--- src/rtl/l2_mem_arbiter_pkg.sv ---
`default_nettype none
// ============================================================================
//  Module      : l2_mem_arbiter_pkg
//  Description : Shared types and constants for the L2 memory-port arbiter.
//                This includes the arbiter state encoding, the pending-request
//                entry, and the default line geometry.
//                Related option: L2_MEM_ARB_DATA_PRIO_EN (used by l2_mem_arbiter).
//  Revision    : 1.0 - initial release
// ============================================================================
package l2_mem_arbiter_pkg;

    // Default number of beats in one cache-line transfer.
    localparam int L2_LINE_WORDS = 8;

    // Width of the line address that is held in a pending entry.
    localparam int L2_ADDR_W = 32;

    // Arbiter sequencing states. The encoding is explicit so that it stays
    // stable across tools.
    typedef enum logic [1:0] {
        ARB_IDLE  = 2'd0,
        ARB_GRANT = 2'd1,
        ARB_BURST = 2'd2,
        ARB_DONE  = 2'd3
    } arb_state_t;

    // One captured request: a sticky valid bit and the line address that was
    // sampled on the request's rising edge.
    typedef struct packed {
        logic                 valid;
        logic [L2_ADDR_W-1:0] addr;
    } pend_entry_t;

endpackage : l2_mem_arbiter_pkg
`default_nettype wire

--- src/rtl/l2_mem_req_capture.sv ---
`default_nettype none
// ============================================================================
//  Module      : l2_mem_req_capture
//  Description : Rising-edge capture for a single L2 memory request.
//                A new edge sets a sticky pending bit and latches the address.
//                The pending bit is cleared when the arbiter signals done.
//                A level that is still held after done never re-triggers.
//  Revision    : 1.0 - initial release
// ============================================================================
module l2_mem_req_capture
    import l2_mem_arbiter_pkg::*;
#(
    parameter int ADDR_W = L2_ADDR_W
) (
    input  logic              clk_l2,
    input  logic              rst_n,
    input  logic              i_req,
    input  logic [ADDR_W-1:0] i_addr,
    input  logic              i_clr,
    output pend_entry_t       o_entry
);

    logic        r_req_prev;
    logic        w_rise;
    pend_entry_t r_entry;

    assign w_rise  = i_req & ~r_req_prev;
    assign o_entry = r_entry;

    // Remember the previous request level so that edges can be detected.
    always_ff @(posedge clk_l2 or negedge rst_n) begin
        if (!rst_n) begin
            r_req_prev <= 1'b0;
        end else begin
            r_req_prev <= i_req;
        end
    end

    // Set pending on a fresh edge; a same-cycle new edge outranks the clear.
    always_ff @(posedge clk_l2 or negedge rst_n) begin
        if (!rst_n) begin
            r_entry <= '0;
        end else if (w_rise) begin
            r_entry.valid <= 1'b1;
            r_entry.addr  <= L2_ADDR_W'(i_addr);
        end else if (i_clr) begin
            r_entry.valid <= 1'b0;
        end
    end

endmodule : l2_mem_req_capture
`default_nettype wire

--- src/rtl/l2_mem_arbiter.sv ---
`default_nettype none
// ============================================================================
//  Module      : l2_mem_arbiter
//  Description : Shares the L2 line-transfer port to main memory between the
//                instruction and data L2 controller channels.
//                Within a channel, writeback is served before fill.
//                Between channels, arbitration is round-robin.
//                Each grant runs a LINE_WORDS-beat burst.
//                On completion, a one-cycle done pulse is sent to the channel.
//                Option L2_MEM_ARB_DATA_PRIO_EN: the data channel always wins
//                over the instruction channel, and no round-robin is used.
//  Revision    : 1.0 - initial release
// ============================================================================
module l2_mem_arbiter
    import l2_mem_arbiter_pkg::*;
#(
    parameter int ADDR_W     = L2_ADDR_W,   // pending entries hold L2_ADDR_W bits
    parameter int LINE_WORDS = L2_LINE_WORDS
) (
    input  logic                          clk_l2,
    input  logic                          rst_n,
    input  logic                          inst_mem_dirty_req,
    input  logic                          inst_mem_replace_req,
    input  logic [ADDR_W-1:0]             inst_dirty_addr,
    input  logic [ADDR_W-1:0]             inst_replace_addr,
    output logic                          inst_mem_dirty_done,
    output logic                          inst_mem_replace_done,
    input  logic                          data_mem_dirty_req,
    input  logic                          data_mem_replace_req,
    input  logic [ADDR_W-1:0]             data_dirty_addr,
    input  logic [ADDR_W-1:0]             data_replace_addr,
    output logic                          data_mem_dirty_done,
    output logic                          data_mem_replace_done,
    output logic                          mem_req,
    output logic                          mem_we,
    output logic [ADDR_W-1:0]             mem_addr,
    input  logic                          mem_beat_ack,
    output logic [$clog2(LINE_WORDS)-1:0] beat_idx,
    output logic                          owner_data
);

    localparam int                c_BEAT_W = $clog2(LINE_WORDS);
    localparam logic [c_BEAT_W-1:0] c_LAST_BEAT = c_BEAT_W'(LINE_WORDS - 1);

    // Request slot order: {channel, fill}. 0 inst dirty, 1 inst fill,
    // 2 data dirty, 3 data fill.
    logic [3:0]        w_req;
    logic [ADDR_W-1:0] w_req_addr [4];
    logic [3:0]        w_clr;
    pend_entry_t       w_pend [4];

    arb_state_t        r_state;
    arb_state_t        w_next_state;

    logic              r_owner_data;
    logic              r_we;
    logic [ADDR_W-1:0] r_addr;
    logic [c_BEAT_W-1:0] r_beat;

    logic              w_inst_any;
    logic              w_data_any;
    logic              w_any;
    logic              w_pick_data;
    logic              w_pick_dirty;
    logic [1:0]        w_pick_idx;

    logic              w_mem_req;
    logic [3:0]        w_done;

    assign w_req = {data_mem_replace_req, data_mem_dirty_req,
                    inst_mem_replace_req, inst_mem_dirty_req};
    assign w_req_addr[0] = inst_dirty_addr;
    assign w_req_addr[1] = inst_replace_addr;
    assign w_req_addr[2] = data_dirty_addr;
    assign w_req_addr[3] = data_replace_addr;

    // Capture each request independently; the done pulse clears its own slot.
    for (genvar gi = 0; gi < 4; gi++) begin : g_capture
        l2_mem_req_capture #(
            .ADDR_W (ADDR_W)
        ) u_capture (
            .clk_l2  (clk_l2),
            .rst_n   (rst_n),
            .i_req   (w_req[gi]),
            .i_addr  (w_req_addr[gi]),
            .i_clr   (w_clr[gi]),
            .o_entry (w_pend[gi])
        );
    end

    assign w_inst_any = w_pend[0].valid | w_pend[1].valid;
    assign w_data_any = w_pend[2].valid | w_pend[3].valid;
    assign w_any      = w_inst_any | w_data_any;

`ifdef L2_MEM_ARB_DATA_PRIO_EN
    // Fixed priority: any pending data request beats the instruction channel.
    assign w_pick_data = w_data_any;
`else
    logic r_rr_data;   // 1: data channel has the turn when both are pending

    assign w_pick_data = w_data_any & (~w_inst_any | r_rr_data);

    // Hand the turn to the channel that was not served by the finished burst.
    always_ff @(posedge clk_l2 or negedge rst_n) begin
        if (!rst_n) begin
            r_rr_data <= 1'b0;
        end else if (r_state == ARB_DONE) begin
            r_rr_data <= ~r_owner_data;
        end
    end
`endif

    // Within the chosen channel, writeback goes ahead of fill.
    assign w_pick_dirty = w_pick_data ? w_pend[2].valid : w_pend[0].valid;
    assign w_pick_idx   = {w_pick_data, ~w_pick_dirty};

    // State register.
    always_ff @(posedge clk_l2 or negedge rst_n) begin
        if (!rst_n) begin
            r_state <= ARB_IDLE;
        end else begin
            r_state <= w_next_state;
        end
    end

    // Next-state logic: grant, a burst of LINE_WORDS accepted beats, then done.
    always_comb begin
        w_next_state = r_state;
        case (r_state)
            ARB_IDLE:  if (w_any) w_next_state = ARB_GRANT;
            ARB_GRANT: w_next_state = ARB_BURST;
            ARB_BURST: if (mem_beat_ack && (r_beat == c_LAST_BEAT)) w_next_state = ARB_DONE;
            ARB_DONE:  w_next_state = ARB_IDLE;
            default:   w_next_state = ARB_IDLE;
        endcase
    end

    // State outputs: the port request, plus the done pulse that also clears the
    // served pending slot.
    always_comb begin
        w_mem_req = 1'b0;
        w_done    = 4'b0000;
        case (r_state)
            ARB_GRANT: w_mem_req = 1'b1;
            ARB_BURST: w_mem_req = 1'b1;
            ARB_DONE:  w_done[{r_owner_data, ~r_we}] = 1'b1;
            default:   w_mem_req = 1'b0;
        endcase
    end

    // Burst context: latch the winner when leaving IDLE and count beats during BURST.
    always_ff @(posedge clk_l2 or negedge rst_n) begin
        if (!rst_n) begin
            r_owner_data <= 1'b0;
            r_we         <= 1'b0;
            r_addr       <= '0;
            r_beat       <= '0;
        end else begin
            case (r_state)
                ARB_IDLE: begin
                    if (w_any) begin
                        r_owner_data <= w_pick_data;
                        r_we         <= w_pick_dirty;
                        r_addr       <= ADDR_W'(w_pend[w_pick_idx].addr);
                    end
                end
                ARB_GRANT: r_beat <= '0;
                ARB_BURST: if (mem_beat_ack) r_beat <= r_beat + c_BEAT_W'(1);
                default:   r_beat <= r_beat;
            endcase
        end
    end

    assign w_clr                 = w_done;
    assign mem_req               = w_mem_req;
    assign mem_we                = r_we;
    assign mem_addr              = r_addr;
    assign owner_data            = r_owner_data;
    assign beat_idx              = r_beat;
    assign inst_mem_dirty_done   = w_done[0];
    assign inst_mem_replace_done = w_done[1];
    assign data_mem_dirty_done   = w_done[2];
    assign data_mem_replace_done = w_done[3];

endmodule : l2_mem_arbiter
`default_nettype wire
--- config.mk ---
export PLATFORM = sky130hd
export DESIGN_NAME = l2_mem_arbiter
export DESIGN_NICKNAME = d
export VERILOG_FILES = /design/src/rtl/l2_mem_arbiter_pkg.sv /design/src/rtl/l2_mem_req_capture.sv /design/src/rtl/l2_mem_arbiter.sv
export SDC_FILE = /design/constraint.sdc
export NUM_CORES = 1
export LEC_CHECK = 0
export ABC_AREA = 1
export BUFFER_PORTS_ARGS = -buffer_cell sky130_fd_sc_hd__buf_2
export CAP_MARGIN = 5
export CORE_MARGIN = 4
export CORE_UTILIZATION = 55
export CTS_CLUSTER_SIZE = 40
export DETAILED_ROUTE_END_ITERATION = 8
export PLACE_DENSITY_LB_ADDON = 0.3
export SLEW_MARGIN = 10
export SYNTH_ARGS = -nofsm -noshare
export SYNTH_HDL_FRONTEND = slang
export SYNTH_HIERARCHICAL = 1
export SYNTH_SLANG_ARGS = --single-unit
--- constraint.sdc ---
create_clock -name clk_l2 -period 2 [get_ports clk_l2]
set_clock_uncertainty 0.05 [all_clocks]
set_input_delay 0 -clock clk_l2 [delete_from_list [all_inputs] [get_ports clk_l2]]
set_output_delay 0 -clock clk_l2 [all_outputs]
set_load 0.01 [all_outputs]
==> results of run 1 <==
[routing by layer]
metal	vias up	track usage [%]	part of all wire (%)	wire length [microns]
met1	4016	35.17	39	10340
li1	4050	-	-	-
met4	0	10.81	3.1	800
met3	66	6.129	6.6	1743
met5	-	0	0	0
met2	331	51.27	51	13340
[placed cells by master, fill, tap and decap left out, drive strengths merged]
cell type    instances
a21oi               34
buf                194
bufinv               2
clkbuf              26
clkinv               2
clkinvlp             2
dfrtp              176
diode                1
dlygate4sd3        153
ha                   7
inv                119
nand2              340
nand3              194
nand4               32
nor2                71
o21ai               46
[flip-flops by register name, summed over array words and instances, names as in the netlist]
name	cells
mem_addr	32
r_state	2
g_capture.u_capture/r_req_prev	4
beat_idx	3
owner_data	1
r_rr_data	1
mem_we	1
g_capture.u_capture/o_entry	132
[through the flow]
stage                     utilization [%]  power [uW]  instance area [sq um]  hold WS [ps]  instances
after floorplan                         -        8534                   8960        -345.6       1094
after global placement              60.80       10020                   9693        -53.97       1429
after detailed placement            60.80       10180                   9693        -53.25       1429
after CTS                           74.43       13920                  11870         63.79       1614
after global routing                74.45       14800                  11870         90.67       1615
final                               74.45       13920                  11870         55.58       1615
[worst reg2reg max path, stage by stage, from the launching register on]
cell and delay, ps:
dfrtp_1 400, inv_1 120, ha_1 200, inv_1 70
a21oi_4 130, buf_12 340, nand4_1 200, nand2_1 130
a21oi_2 60
[how the worst max path moves through the flow]
stage | from | to | slack, ps
2_1_floorplan | r_state[0] | mem_addr[0] | 550
3_3_place_gp | r_state[0] | mem_addr[30] | 270
3_5_place_dp | r_state[0] | mem_addr[30] | 230
4_1_cts | r_state[0] | mem_addr[0] | 200
5_1_grt | r_state[0] | mem_addr[19] | 50
6_report | r_state[0] | mem_addr[0] | 180
[power by group through the flow]
| stage | combinational [uW] | clock, uW | sequential, uW |
|---|---|---|---|
| detailed placement | 5230 | 0 | 4950 |
| floorplan | 3500 | 0 | 5030 |
| global placement | 5080 | 0 | 4940 |
| finish | 5490 | 3520 | 4920 |
| global route | 6080 | 3710 | 5000 |
| CTS | 5470 | 3550 | 4900 |
[area by class of cell]
type	count	area, sq um	share of cell area [%]
inverter	119	456.7	3.848
timing repair buffer	347	2616	22.04
antenna	1	2.502	0.02108
multi-input combinational	724	3477	29.30
sequential	176	4404	37.11
clock buffer	26	549.3	4.628
clock inverter	6	92.59	0.7801
tap	216	270.3	2.277
[kinds of logic after synthesis]
| logic type | Yosys count |
|---|---|
| and+or+nand+nor | 637 |
| adders and majority gates | 7 |
| buffers and inverters | 194 |
| AOI/OAI and AO/OA | 80 |
| DFF | 176 |
[timing repair]
item,in CTS,in global routing
setup endpoints to repair,0,0
hold buffers,153,0
endpoints found under the hold margin,313,0
==> impl_metrics.csv, run 1 <==
group,metric,value,unit
outcome,outcome,"finished, final reports clean",
sta,finalSetupTns,0,ps
clocking,cts_max_level,4,
final_layout,nFillCells,1194,
pwr,combinationalPowerShare,39.4,%
global_routing,grt_usage,29.10,%
clocking,cts_made_buffers,17,
worst_hold_path,hp-class,"primary input to async pin",
die,rows,46,
clocking,clock_path_buffers,2,
placed_design,post-place-ws,225.4,ps
synthesis,synth_fa_ha_area_share,0.9775,%
final_layout,layout-drive-gt1-share,21.46,%
synthesis,synth_top_family_by_area,"simple AND/OR/NAND/NOR gates",
synthesis,avgSynthCellArea,8.190,sq um
synthesis,synth_warnings,6,
sta,fmax,0.5501,GHz
clocking,root_buffer,"clkbuf_16",
synthesis,synth_area_leader_cell,"dfrtp_1",
synthesis,post-synth-top-count-cell,"nand2_1",
critical_path,cpMostUsedCell,"inv_1",
clocking,clkSlewWorstSetupHoldPaths,60,ps
critical_path,required,2270,ps
placed_design,dpl.hpwl,16510,microns
critical_path,cp_num_buf_inv,3,
synthesis,synth-edff-count,0,
run,maxCapViolations,0,
synthesis,ys_ff_latch,176,
clocking,post_cts_buffers,0,
global_routing,grt_antenna_before_repair,1,
synthesis,yosys.area_share.simple,32.69,%
pwr,p_int,8532,uW
synthesis,synth_xor_area_share,0,%
pwr,clockPowerShare,25.3,%
global_routing,grt_max_degree,98,
critical_path,crit_path_start_kind,"flip-flop",
critical_path,crit_path_top_delay_cell,"dfrtp_1",
die,start_util,56.20,%
sta,period_share,90.89,%
critical_path,reg2reg_depth,8,
route,drc,0,
clocking,clkLatencyLatePin,440,ps
synthesis,muxShareOfSynthArea,0,%
sta,finalSetupViolations,0,
route,drt_wl_total,26220,microns
pwr,seqPwrFrac,35.3,%
route,postRouteAntennaNets,0,
sta,layout_setup_ws,182.2,ps
placed_design,gp_congestion,0.9051,
sta,tightestPinTransition,536.4,ps
placed_design,portBuffers,176,
global_routing,grt_pass1_vias,8551,
synthesis,yosysUniqueCellTypes,27,
route,via_count,8463,
global_routing,grt_pass1_wl,41710,microns
synthesis,synthCells,1094,
clocking,ctsResizeCount,0,
critical_path,r2r_slack,180,ps
synthesis,synthTopCellsByCount,"nand2_1, nand3_1, dfrtp_1, inv_1, nor2_1",
critical_path,cp_num_cells,8,
die,coreArea,15940,sq um
critical_path,reg2reg_from,"r_state[0]",
critical_path,cp_max_fo,97,
critical_path,arrival,2090,ps
global_routing,grt.overflow.total,0,
route,via_per_inst,5.240,
pwr,ir_drop,0.0008807,V
pwr,swShare,38.71,%
critical_path,critical_path_class,"flip-flop to flip-flop",
sta,hold_viol_final,0,
synthesis,syn_area,8960,sq um
synthesis,synth_compound_area_share,5.139,%
pwr,leakagePower,0.006207,uW
sta,maxSlewHeadroom,64.24,%
pwr,p_sw,5388,uW
synthesis,synth_flop_cell,"dfrtp_1",
synthesis,yosys-top-cells-area,"dfrtp_1, nand2_1, nand3_1",
die,die_w,135.6,microns
sta,slew_viol_final,0,
pwr,powerDensity,1173,nW/um^2
critical_path,cp_top_family,"buffers and inverters",
die,fp.dieH,135.6,microns
synthesis,synth_top_area_share,49.16,%
critical_path,crit_path_max_incr_delay,400,ps
critical_path,end_kind,"flip-flop",
critical_path,r2r_end,"mem_addr[0]",
synthesis,ys_async_sr_fraction,100.0,%
synthesis,syn_nets,1236,
synthesis,synth-seq-area-share,49.16,%
route,firstDrtPassIters,5,
die,dieArea,18400,sq um
route,wl_per_cell,16.23,microns
clocking,cts_sinks,176,
clocking,cts_tree,"done",
critical_path,path_cells,"inv_1 -> ha_1 -> inv_1 -> a21oi_4 -> buf_12 -> nand4_1 -> nand2_1 -> a21oi_2",
sta,grt_setup_unrepaired,"false",
final_layout,syn2layout_area_growth,32.47,%
die,io_pins,177,
final_layout,fin_nets,1527,
route,first_iter_violations,721,
sta,post-route-min-period,1818,ps
No activity file was read; power rests on OpenSTA's default activity.
==> inputs of run 2 (changes only) <==
--- a/config.mk
+++ b/config.mk
@@ -7,14 +7,13 @@
 export LEC_CHECK = 0
 export ABC_AREA = 1
 export BUFFER_PORTS_ARGS = -buffer_cell sky130_fd_sc_hd__buf_2
-export CAP_MARGIN = 5
+export CAP_MARGIN = 10
 export CORE_MARGIN = 4
-export CORE_UTILIZATION = 55
+export CORE_UTILIZATION = 54
 export CTS_CLUSTER_SIZE = 40
 export DETAILED_ROUTE_END_ITERATION = 8
 export PLACE_DENSITY_LB_ADDON = 0.3
 export SLEW_MARGIN = 10
 export SYNTH_ARGS = -nofsm -noshare
 export SYNTH_HDL_FRONTEND = slang
-export SYNTH_HIERARCHICAL = 1
 export SYNTH_SLANG_ARGS = --single-unit
==> run 2 against run 1 <==
Clock power is 6.8% higher. Via count down 10%. Non-clock buffer count decreased by 17. Critical path depth is the same.
==> impl_metrics.csv, run 2 <==
group,metric,value,unit
global_routing,grt.overflow.total,0,
synthesis,synth-edff-count,0,
die,fp.dieH,129.1,microns
final_layout,fin_nets,1348,
pwr,swShare,37.34,%
sta,slew_viol_final,0,
clocking,cts_tree,"done",
pwr,leakagePower,0.005578,uW
critical_path,critical_path_class,"flip-flop to flip-flop",
global_routing,grt_antenna_before_repair,1,
global_routing,grt_pass1_vias,7887,
clocking,cts_made_buffers,17,
critical_path,cp_top_family,"buffers and inverters",
sta,finalSetupTns,0,ps
run,maxCapViolations,0,
worst_hold_path,hp-class,"primary input to async pin",
placed_design,dp_cells,1233,
critical_path,cp_num_buf_inv,3,
synthesis,synth_top_area_share,55.63,%
clocking,root_buffer,"clkbuf_16",
synthesis,synthTopCellsByCount,"dfrtp_1, nor2_1, a21oi_1, inv_1, nand2_1",
die,start_util,56.16,%
placed_design,dpl.hpwl,14400,microns
placed_design,gp_congestion,0.8417,
critical_path,end_kind,"flip-flop",
synthesis,post-synth-top-count-cell,"dfrtp_1",
critical_path,required,2270,ps
route,via_per_inst,5.417,
sta,layout_setup_ws,148.1,ps
sta,maxSlewHeadroom,63.05,%
final_layout,mostFrequentLayoutCell,"dfrtp_1",
sta,tightestPinTransition,554.3,ps
sta,finalSetupViolations,0,
critical_path,arrival,2120,ps
pwr,powerDensity,1247,nW/um^2
pwr,p_sw,5148,uW
final_layout,final_cells,1399,
synthesis,synth-seq-area-share,55.63,%
die,coreArea,14100,sq um
synthesis,ys_ff_latch,176,
critical_path,cpMostUsedCell,"inv_1",
critical_path,cp_max_fo,97,
clocking,clock_path_buffers,2,
clocking,cts_sinks,176,
die,io_pins,177,
clocking,cts_max_level,4,
sta,grt_setup_unrepaired,"false",
synthesis,synth_area_leader_cell,"dfrtp_1",
pwr,seqPwrFrac,34.9,%
pwr,combinationalPowerShare,37.8,%
synthesis,avgSynthCellArea,8.642,sq um
global_routing,grt_usage,29.79,%
critical_path,crit_path_top_delay_cell,"dfrtp_1",
sta,post-route-min-period,1852,ps
final_layout,syn2layout_area_growth,39.67,%
synthesis,ys_async_sr_fraction,100.0,%
die,rows,43,
route,drc,0,
sta,hold_viol_final,0,
placed_design,portBuffers,176,
die,dieArea,16660,sq um
route,first_iter_violations,727,
sta,fmax,0.5400,GHz
global_routing,grt_pass1_wl,38360,microns
route,via_count,7578,
outcome,outcome,"finished, final reports clean",
final_layout,utilization,78.44,%
sta,period_share,92.59,%
clocking,clkLatencyLatePin,440,ps
route,firstDrtPassIters,6,
synthesis,syn_area,7916,sq um
final_layout,largest_reg_flops,132,
pwr,p_int,8638,uW
route,drt_wl_total,24300,microns
synthesis,synth_flop_cell,"dfrtp_1",
synthesis,synthCells,916,
critical_path,crit_path_start_kind,"flip-flop",
route,postRouteAntennaNets,0,
final_layout,final_cell_mix,"dfrtp_1, buf_2, nor2_1",
synthesis,yosysUniqueCellTypes,20,
pwr,clockPowerShare,27.3,%
clocking,clkSlewWorstSetupHoldPaths,70,ps
final_layout,layout-drive-gt1-share,22.00,%
placed_design,placed_area,9055,sq um
synthesis,yosys-top-cells-area,"dfrtp_1, a21oi_1, nor2_1",
synthesis,syn_nets,1058,
pwr,ir_drop,0.0007480,V
critical_path,path_cells,"inv_1 -> ha_1 -> inv_1 -> a21oi_4 -> buf_12 -> nand4_1 -> nand2_1 -> a21oi_1",
critical_path,crit_path_max_incr_delay,410,ps
global_routing,grt_max_degree,98,
final_layout,finalInstanceArea,11060,sq um
synthesis,synth_warnings,0,
placed_design,post-place-ws,189.7,ps
die,die_w,129.1,microns
route,wl_per_cell,17.37,microns
[run 2: cell types whose count changed after synthesis, sizes merged, moves of 21 or more]
cell	before	now
nor2	71	167
buf	67	30
clkbuf	8	29
a21oi	34	130
nand2	340	86
mux2	0	32
nand3	194	66
[run 2: per-layer routing]
| metal | vias to the layer above | global-route usage [%] | routed length (microns) |
|---|---|---|---|
| li1 | 3522 | - | - |
| met1 | 3598 | 34.11 | 8806 |
| met2 | 370 | 52.96 | 12680 |
| met3 | 88 | 6.843 | 1770 |
| met4 | 0 | 13.77 | 1038 |
| met5 | - | 0 | 0 |
[run 2: cell families after synthesis]
kind of cell,Yosys count,synth area share (%)
flip-flops,176,55.63
multiplexers,32,4.552
AND/OR/NAND/NOR,351,18.86
AO/OA/AOI/OAI,176,11.22
buffers and inverters,174,8.630
adder cells (fa/ha/maj),7,1.106
[run 2: power by group through the flow]
| stage | combinational [uW] | clock (uW) | sequential, uW |
|---|---|---|---|
| floorplan | 2950 | 0 | 4920 |
| global placement | 4770 | 0 | 4830 |
| detailed placement | 4910 | 0 | 4840 |
| CTS | 5160 | 3760 | 4790 |
| global route | 5760 | 3920 | 4890 |
| finish | 5210 | 3760 | 4810 |
[run 2: path summary, 6_finish.rpt]
| check | start | to | slack, ps | cells past startpoint |
|---|---|---|---|---|
| min in group clk_l2 | data_mem_dirty_req | g_capture[2].u_capture.r_req_prev | 170 | 2 |
| worst min-delay path | rst_n | g_capture[0].u_capture.o_entry[8] | 40 | 2 |
| worst max register to register | r_state[1] | mem_addr[7] | 150 | 8 |
| worst max-delay path | r_state[1] | mem_addr[7] | 150 | 8 |
| worst min register to register | beat_idx[0] | beat_idx[0] | 440 | 1 |
| max in group asynchronous | rst_n | mem_addr[10] | 1140 | 3 |
[run 2: timing repair]
item | in CTS | in global routing
hold buffers | 134 | 0
hold endpoints to repair | 313 | 0
endpoints found under the setup margin | 0 | 0
resized for setup | 0 | 0
buffers inserted | 0 | 0
[run 2: cell type report]
cell class	instances	area [sq um]
clock inverters	11	211.5
diodes	1	2.502
fillers	901	3039
clock buffers	20	446.7
repair buffers	330	2491
multi-input cells	566	2844
inverters	115	431.7
well taps	180	225.2
flip-flops and latches	176	4404
[run 2: metrics by stage]
| step | power [uW] | hold WS [ps] |
|---|---|---|
| 6_report | 13790 | 39.14 |
| 5_1_grt | 14570 | 85.26 |
| 4_1_cts | 13720 | 60.22 |
| 3_5_place_dp | 9757 | -50.08 |
| 3_3_place_gp | 9606 | -47.31 |
| 2_1_floorplan | 7873 | -345.6 |
==> inputs of run 3 (changes only) <==
--- a/config.mk
+++ b/config.mk
@@ -12,6 +12,7 @@
 export CORE_UTILIZATION = 54
 export CTS_CLUSTER_SIZE = 40
 export DETAILED_ROUTE_END_ITERATION = 8
+export GPL_TIMING_DRIVEN = 0
 export PLACE_DENSITY_LB_ADDON = 0.3
 export SLEW_MARGIN = 10
 export SYNTH_ARGS = -nofsm -noshare
==> run 3 against run 2 <==
Non-clock buffer count up 40. Worst setup slack worse by 67 ps. Combinational power up 1%. Critical path depth unchanged. Sequential power about the same. First-iteration DRC count down 17%. Design area down 0.48%. Critical path type unchanged. Critical endpoint is now mem_addr[4].
==> impl_metrics.csv, run 3 (synthesis gave the netlist of run 2 again) <==
group,metric,value,unit
outcome,outcome,"finished, final reports clean",
route,via_count,7812,
critical_path,cpMostUsedCell,"inv_1",
final_layout,nFillCells,923,
placed_design,dp_cells,1273,
global_routing,grt_antenna_before_repair,0,
route,wl_per_cell,17.40,microns
clocking,clkSlewWorstSetupHoldPaths,60,ps
pwr,leakagePower,0.005573,uW
final_layout,largest_reg_flops,132,
final_layout,mostFrequentLayoutCell,"buf_2",
sta,hold_viol_final,0,
critical_path,required,2310,ps
final_layout,syn2layout_area_growth,39.01,%
critical_path,cp_top_family,"buffers and inverters",
placed_design,portBuffers,176,
die,dieArea,16660,sq um
pwr,powerDensity,1219,nW/um^2
final_layout,utilization,78.07,%
sta,tightestPinTransition,652.2,ps
route,via_per_inst,5.433,
pwr,ir_drop,0.0008184,V
clocking,cts_tree,"done",
clocking,clock_path_buffers,2,
route,drt_wl_total,25020,microns
final_layout,layout-drive-gt1-share,21.64,%
die,rows,43,
pwr,total_power,13410,uW
critical_path,crit_path_start_kind,"flip-flop",
die,coreArea,14100,sq um
critical_path,arrival,2230,ps
global_routing,grt_pass1_wl,39360,microns
critical_path,cp_max_fo,10,
clocking,clkLatencyLatePin,440,ps
sta,slew_viol_final,0,
final_layout,final_cell_mix,"buf_2, dfrtp_1, nor2_1",
critical_path,crit_path_max_incr_delay,410,ps
worst_hold_path,hp-class,"primary input to async pin",
die,start_util,56.16,%
route,postRouteAntennaNets,0,
global_routing,grt_pass1_vias,8044,
placed_design,post-place-ws,-59.50,ps
placed_design,gp_congestion,0.8765,
final_layout,register_area,4404,sq um
global_routing,grt_max_degree,94,
die,die_w,129.1,microns
placed_design,dpl.hpwl,15710,microns
critical_path,critical_path_class,"flip-flop to flip-flop",
die,io_pins,177,
sta,post-route-min-period,1919,ps
die,fp.dieH,129.1,microns
clocking,cts_sinks,176,
clocking,cts_max_level,4,
critical_path,crit_path_top_delay_cell,"dfrtp_1",
run,maxCapViolations,0,
sta,finalSetupTns,0,ps
clocking,cts_made_buffers,17,
global_routing,grt_usage,30.40,%
critical_path,cp_num_buf_inv,4,
sta,maxSlewHeadroom,56.52,%
global_routing,grt.overflow.total,0,
sta,grt_setup_unrepaired,"true",
final_layout,final_cells,1438,
final_layout,fin_nets,1388,
critical_path,path_cells,"inv_1 -> ha_1 -> inv_1 -> a21oi_4 -> buf_4 -> buf_2 -> nor2_1 -> a21oi_1",
critical_path,end_kind,"flip-flop",
route,drc,0,
sta,finalSetupViolations,0,
route,firstDrtPassIters,6,
final_layout,multiInputGateArea,2836,sq um
sta,layout_setup_ws,80.67,ps
route,first_iter_violations,603,
clocking,root_buffer,"clkbuf_16",
sta,fmax,0.5210,GHz
sta,period_share,95.97,%
## run 3: layout make-up
type | instances | share of cell area (%)
flip-flops and latches | 176 | 40.02
clock buffers | 24 | 4.559
diodes | 1 | 0.02274
plain buffers | 59 | 2.388
multi-input cells | 566 | 25.78
clock inverters | 6 | 0.7277
repair buffers | 311 | 20.53
inverters | 115 | 3.923
well taps | 180 | 2.047
## run 3: timing repair
item	in CTS	in global routing
endpoints found under the hold margin	220	0
hold buffers	134	0
gates resized for setup	2	12
pin swaps	0	0
buffers inserted	0	0
endpoints found under the setup margin	26	28
## run 3: path summary, 6_finish.rpt
kind | from | end | slack, ps | depth (start not counted)
min | rst_n | g_capture[0].u_capture.o_entry[5] | 70 | 2
min in group clk_l2 | inst_mem_dirty_req | g_capture[0].u_capture.r_req_prev | 180 | 2
max in group asynchronous | rst_n | g_capture[3].u_capture.o_entry[23] | 950 | 3
min reg2reg | g_capture[2].u_capture.o_entry[2] | g_capture[2].u_capture.o_entry[2] | 460 | 1
max reg2reg | r_state[0] | mem_addr[4] | 80 | 8
max | r_state[0] | mem_addr[4] | 80 | 8
## run 3: worst register-to-register path, stage by stage (launching register included)
cell     delay [ps]
dfrtp_1         410
inv_1           130
ha_1            200
inv_1            90
a21oi_4         240
buf_4           240
buf_2           250
nor2_1           80
a21oi_1         140
## run 3: report_power, final
| part | internal [uW] | switching, uW |
|---|---|---|
| Clock | 1980 | 1350 |
| Combinational | 1860 | 3410 |
| Sequential | 4360 | 439 |
| Total | 8210 | 5200 |
## run 3: metal layers
metal	GRT usage (%)	up-vias	part of all wire, %
li1	-	3619	-
met1	36.95	3694	38
met2	53.23	413	51
met3	7.049	86	8.1
met4	10.81	0	3.5
met5	0	-	0
## run 3: through the flow
stage,cell area (sq um),hold slack [ps]
2_1_floorplan,7916,-345.6
3_3_place_gp,9022,72.76
3_5_place_dp,9060,-11.84
4_1_cts,10990,135.6
5_1_grt,11000,143.0
6_report,11000,72.59
